## src/rtl/shot_controller_pkg.sv

```systemverilog
// Shared game definitions for the shot sequencer: cell codes, FSM state
// encodings and default game limits.
package shot_controller_pkg;

    typedef enum logic [1:0] {
        CELL_WATER = 2'b00,
        CELL_SHIP  = 2'b01,
        CELL_MISS  = 2'b10,
        CELL_HIT   = 2'b11
    } cell_code_e;

    typedef enum logic [2:0] {
        ST_IDLE  = 3'd0,
        ST_ARM   = 3'd1,
        ST_FIRE  = 3'd2,
        ST_WAIT  = 3'd3,
        ST_SCORE = 3'd4,
        ST_DONE  = 3'd5
    } shot_state_e;

    localparam int DEFAULT_MAX_SHOTS  = 8;
    localparam int DEFAULT_SHIP_CELLS = 4;

    function automatic logic is_hit(input logic [1:0] code);
        return code == CELL_HIT;
    endfunction

endpackage

```

## src/rtl/shot_controller_hit_counter.sv

```systemverilog
// Combinational popcount of HIT-coded cells; the count wraps at 4 bits.
module hit_counter
    import shot_controller_pkg::*;
#(
    parameter int N = 4
) (
    input  logic [2*N*N-1:0] cell_state,
    output logic [3:0]       hit_count
);

    always_comb begin
        hit_count = '0;
        for (int i = 0; i < N*N; i++) begin
            if (is_hit(cell_state[2*i +: 2])) begin
                hit_count = hit_count + 4'd1;
            end
        end
    end

endmodule

```

## src/rtl/shot_controller.sv

```systemverilog
// Sequences one shot: latch selection, strobe the selected row/column, wait
// for the cells to settle, then rescan the grid to update score and result.
module shot_controller
    import shot_controller_pkg::*;
#(
    parameter int N          = 4,
    parameter int MAX_SHOTS  = DEFAULT_MAX_SHOTS,
    parameter int SHIP_CELLS = DEFAULT_SHIP_CELLS,
    parameter int SETTLE     = 2
) (
    input  logic             clk,
    input  logic             reset,
    input  logic             fire_pulse,
    input  logic [N-1:0]     sel,
    input  logic             sel_err,
    input  logic             nRow,
    input  logic [2*N*N-1:0] cell_state,
    output logic [N-1:0]     row_en,
    output logic [N-1:0]     col_en,
    output logic             fire_out,
    output logic             busy,
    output logic [3:0]       shots_left,
    output logic [3:0]       hits,
    output logic             game_over,
    output logic             win
);

    localparam logic [7:0] SETTLE_INIT = 8'(SETTLE - 1);

    shot_state_e  state;
    shot_state_e  state_nxt;
    logic [N-1:0] sel_q;
    logic         nrow_q;
    logic [7:0]   settle_cnt;
    logic [3:0]   hit_count;
    logic         latch_sel;
    logic         drive_en;
    logic         ship_sunk;

    hit_counter #(.N(N)) u_hit_counter (
        .cell_state (cell_state),
        .hit_count  (hit_count)
    );

    assign ship_sunk = (hit_count == 4'(SHIP_CELLS));

    always_ff @(posedge clk) begin
        if (reset) begin
            state <= ST_IDLE;
        end else begin
            state <= state_nxt;
        end
    end

    // Enables are steered from the latched selection only, so live switch
    // changes cannot disturb a shot already in progress.
    always_comb begin
        state_nxt = state;
        latch_sel = 1'b0;
        drive_en  = 1'b0;
        fire_out  = 1'b0;
        busy      = 1'b0;
        row_en    = '0;
        col_en    = '0;

        case (state)
            ST_IDLE: begin
                if (fire_pulse && !sel_err && (sel != '0) && !game_over) begin
                    state_nxt = ST_ARM;
                    latch_sel = 1'b1;
                end
            end
            ST_ARM: begin
                busy      = 1'b1;
                drive_en  = 1'b1;
                state_nxt = ST_FIRE;
            end
            ST_FIRE: begin
                busy      = 1'b1;
                drive_en  = 1'b1;
                fire_out  = 1'b1;
                state_nxt = ST_WAIT;
            end
            ST_WAIT: begin
                busy     = 1'b1;
                drive_en = 1'b1;
                if (settle_cnt == 8'd0) begin
                    state_nxt = ST_SCORE;
                end
            end
            ST_SCORE: begin
                busy = 1'b1;
                if (ship_sunk || (shots_left == 4'd0)) begin
                    state_nxt = ST_DONE;
                end else begin
                    state_nxt = ST_IDLE;
                end
            end
            ST_DONE: begin
                state_nxt = ST_DONE;
            end
            default: begin
                state_nxt = ST_IDLE;
            end
        endcase

        if (drive_en) begin
            if (nrow_q) begin
                col_en = sel_q;
            end else begin
                row_en = sel_q;
            end
        end
    end

    // Shot count drops on leaving FIRE so SCORE already sees the new value
    // when deciding whether the game has run out of shots.
    always_ff @(posedge clk) begin
        if (reset) begin
            sel_q      <= '0;
            nrow_q     <= 1'b0;
            settle_cnt <= '0;
            shots_left <= 4'(MAX_SHOTS);
            hits       <= '0;
            game_over  <= 1'b0;
            win        <= 1'b0;
        end else begin
            if (latch_sel) begin
                sel_q  <= sel;
                nrow_q <= nRow;
            end

            if (state == ST_FIRE) begin
                settle_cnt <= SETTLE_INIT;
                if (shots_left != 4'd0) begin
                    shots_left <= shots_left - 4'd1;
                end
            end else if ((state == ST_WAIT) && (settle_cnt != 8'd0)) begin
                settle_cnt <= settle_cnt - 8'd1;
            end

            if (state == ST_SCORE) begin
                hits <= hit_count;
                if (ship_sunk) begin
                    game_over <= 1'b1;
                    win       <= 1'b1;
                end else if (shots_left == 4'd0) begin
                    game_over <= 1'b1;
                    win       <= 1'b0;
                end
            end
        end
    end

endmodule

```

## config.mk

```make
export PLATFORM = sky130hd
export DESIGN_NAME = shot_controller
export DESIGN_NICKNAME = d
export VERILOG_FILES = /design/src/rtl/shot_controller_pkg.sv /design/src/rtl/shot_controller_hit_counter.sv /design/src/rtl/shot_controller.sv
export SDC_FILE = /design/constraint.sdc
export NUM_CORES = 1
export LEC_CHECK = 0
export BUFFER_PORTS_ARGS = -buffer_cell sky130_fd_sc_hd__buf_4
export CELL_PAD_IN_SITES_DETAIL_PLACEMENT = 1
export CELL_PAD_IN_SITES_GLOBAL_PLACEMENT = 1
export CORE_ASPECT_RATIO = 1.1
export CORE_UTILIZATION = 40
export CTS_CLUSTER_DIAMETER = 40
export DETAILED_ROUTE_END_ITERATION = 6
export PLACE_DENSITY_LB_ADDON = 0.2
export SYNTH_ARGS = -nofsm -noshare
export SYNTH_HDL_FRONTEND = slang
export SYNTH_HIERARCHICAL = 1
export SYNTH_SLANG_ARGS = --single-unit
```

## constraint.sdc

```tcl
create_clock -name clk -period 24.2 [get_ports clk]
set_input_delay 3.63 -clock clk [delete_from_list [all_inputs] [get_ports clk]]
set_output_delay 3.63 -clock clk [all_outputs]
set_load 0.02 [all_outputs]
```

==> results.sh <==
export IMPL_cp_start_kind="input pin"
export IMPL_cts_tree="yes"
export IMPL_power_density_nw_per_um2=62.8
export IMPL_max_freq_mhz=78.8
export IMPL_start_util_pct=42.0
export IMPL_clk_pin_slew_ps=90
export IMPL_synth_top_area_share_pct=16.3
export IMPL_synthXorXnorAreaFrac_pct=18.5
export IMPL_synth_top_family_by_area="simple AND/OR/NAND/NOR gates"
export IMPL_fin_skew_ps=4.88
export IMPL_areaGrowthSynthToFinish_pct=17.2
export IMPL_use_met1_pct=28.6
export IMPL_period_share_pct=52.5
export IMPL_ys_ff_latch=26
export IMPL_worstMarginPinSlew_ps=637
export IMPL_dr_first_iter_drc_count=58
export IMPL_met2_usage_pct=37.0
export IMPL_syn_area_per_cell_um2=7.86
export IMPL_syn_area_um2=3190
export IMPL_dpl_instance_area_um2=3690
export IMPL_crit_path_end_kind="flop"
export IMPL_postRouteWirelength_um=8410
export IMPL_synthArstFlopShare_pct=0
export IMPL_yosys_area_top_type="dfxtp_1"
export IMPL_yosys_top_cells_area="dfxtp_1 (16%), xnor2_1 (8.0%), ha_1 (6.7%), nand2_1 (5.9%), xor2_1 (4.4%)"
export IMPL_crit_top_cell="ha_1"
export IMPL_syn_nets=464
export IMPL_critPathMaxFanout=9
export IMPL_rsz0062_at_grt="no"
export IMPL_vias=3123
export IMPL_synth_compound_area_share_pct=19.8
export IMPL_yosys_warnings=6
export IMPL_antenna_found_initial=0
export IMPL_synthAdderAreaFrac_pct=6.66
export IMPL_drv_cap=0
export IMPL_path_class="input pin to flop"
export IMPL_drc=0
export IMPL_synth_edf_count=0
export IMPL_dieWidth_um=87.2
export IMPL_required_ps=24410
export IMPL_vdd_drop_max_v=0.0000342
export IMPL_place_hpwl_um=6910
export IMPL_worst_slack_ps=11510
export IMPL_leakagePower_nw=1.50
export IMPL_synthFlopType="dfxtp_1"
export IMPL_arrival_ps=12910
export IMPL_routedWlPerCell_um=15.0
export IMPL_via_per_inst=5.58
export IMPL_grt_pass1_vias=3012
export IMPL_fin_nets=514
export IMPL_drv_slew=0
export IMPL_postCtsHoldBufs=0
export IMPL_overflow=0
export IMPL_final_setup_tns_ps=0
export IMPL_synth_mux_area_share_pct=3.53
export IMPL_use_met3_pct=2.57
export IMPL_max_stage_delay_ps=480
export IMPL_ys_top_cells_by_count="nand2_1 (50), nor2_1 (36), xnor2_1 (29), dfxtp_1 (26), a21oi_1 (23)"
export IMPL_post_cts_buffers=0
export IMPL_drt_first_pass_iters=4
export IMPL_die_h_um=95.7
export IMPL_cts_root_buf="clkbuf_8"
export IMPL_drive_gt1_share_pct=20.4
export IMPL_multi_input_area_um2=2540
export IMPL_cts_buffers=3
export IMPL_rows=33
export IMPL_slowest_stage="nor4b_1"
export IMPL_grt_busiest_layer="met2"
export IMPL_track_usage_pct=21.1
export IMPL_grt_max_degree=21
export IMPL_fp_coreArea_um2=7600
export IMPL_status="finished, final reports clean"
export IMPL_setup_viol_count_final=0
export IMPL_io_pins=61
export IMPL_cts_sinks=26
export IMPL_synth_most_common_cell="nand2_1"
export IMPL_antenna_left=0
export IMPL_clock_tree_buffer_depth=2
export IMPL_yosys_area_share_simple_pct=31.1
export IMPL_netlist_instances=406
export IMPL_fp_dieArea_um2=8340
export IMPL_antenna_diode_count=0
export IMPL_hp_class="flop to flop"
export IMPL_cts_resized=0
export IMPL_yosysSeqAreaShare_pct=16.3
export IMPL_design_area_um2=3740
export IMPL_synth_cell_types=76
export IMPL_io_buffers=60
export IMPL_register_area_um2=520
export IMPL_fin_crit_ps=12690
export IMPL_fillers=984
export IMPL_post_place_ws_ps=11240
export IMPL_clk_latency_ps=270
export IMPL_maxSlewHeadroom_pct=57.4
export IMPL_final_hold_viol_count=0
export IMPL_place_congestion=0.869
export IMPL_ctsHtreeMaxLevel=1
export IMPL_grt_pass1_wl_um=14300
-- power breakdown --
part,internal [mW],leakage (nW),switching (mW),total [mW]
sequential,0.0458,0.211,0.00426,0.0500
clock,0.0146,0.0288,0.0141,0.0287
combinational,0.0692,1.26,0.0870,0.156
total,0.129,1.50,0.105,0.235
-- cell type report --
| cell class | instances | area share (%) |
|---|---|---|
| clock buffers | 4 | 1.47 |
| inverters | 12 | 1.20 |
| multi-input cells | 353 | 67.9 |
| flip-flops and latches | 26 | 13.9 |
| well taps | 105 | 3.51 |
| repair buffers | 60 | 12.0 |
-- sequential cells by signal, indices dropped and copies added (netlist names) --
| register | count |
|---|---|
| hits | 4 |
| game_over | 1 |
| settle_cnt | 8 |
| win | 1 |
| sel_q | 4 |
| shots_left | 4 |
| state | 3 |
| nrow_q | 1 |
-- metrics by stage --
stage               util [%]  instances  hold slack [ps]  total power, mW
finish                  49.2        560              471            0.235
global route            49.2        560              494            0.256
CTS                     49.2        560              471            0.237
detailed placement      48.5        556              458            0.207
global placement        48.5        556              447            0.201
floorplan                  -        406              469            0.171
-- logic make-up after synthesis --
kind of cell | count (synthesis)
and+or+nand+nor | 183
DFF | 26
buffers and inverters | 27
adders and majority gates | 17
xor gates and xnor gates | 53
muxes | 11
AOI/OAI and AO/OA | 89
-- routing by layer --
metal  wire length (µm)  vias to the layer above
met3                193                        4
li1                   -                     1565
met2               4160                       49
met4                 40                        0
met1               4010                     1505
met5                  0                        -
-- worst paths after layout --
path                                   start                          to  slack (ps)  cells past startpoint
hold reg to reg         hits[1]$_SDFFE_PP0N_        hits[1]$_SDFFE_PP0N_         470                      2
setup / recovery               cell_state[0]       state[2]$_SDFFE_PP0P_       11510                     48
hold / removal          hits[1]$_SDFFE_PP0N_        hits[1]$_SDFFE_PP0N_         470                      2
setup reg to reg  settle_cnt[0]$_SDFFE_PP0P_  settle_cnt[3]$_SDFFE_PP0P_       22360                      6
-- layout by cell type, fill, tap and decap left out, types with 3 or more instances in the layout --
| cell type | count |
|---|---|
| a211oi_1 | 7 |
| nand2_1 | 50 |
| nor2b_1 | 3 |
| xor2_1 | 16 |
| dfxtp_1 | 26 |
| clkbuf_8 | 4 |
| a31oi_1 | 5 |
| o21ai_1 | 3 |
| nor2_1 | 36 |
| nand2b_1 | 3 |
| a21o_1 | 3 |
| nor3_1 | 15 |
| and4_1 | 3 |
| ha_1 | 17 |
| a22oi_1 | 3 |
| nand4_1 | 5 |
| o22ai_1 | 4 |
| nand4b_1 | 3 |
| and2_1 | 19 |
| mux2i_1 | 9 |
| xnor2_1 | 29 |
| nor4_1 | 3 |
| inv_1 | 12 |
| a21oi_1 | 23 |
| nand3_1 | 16 |
| o21ai_0 | 11 |
| buf_4 | 60 |
| o211ai_1 | 4 |
-- critical path: cells and delay by family --
family                   cells  cell delay, ps
AND/OR/NAND/NOR             13            2920
AO/OA/AOI/OAI               18            2780
adder cells (fa/ha/maj)      7            2230
XOR/XNOR                     6            1000
buffers and inverters        4             360
Power figures use the tool's default switching activity.
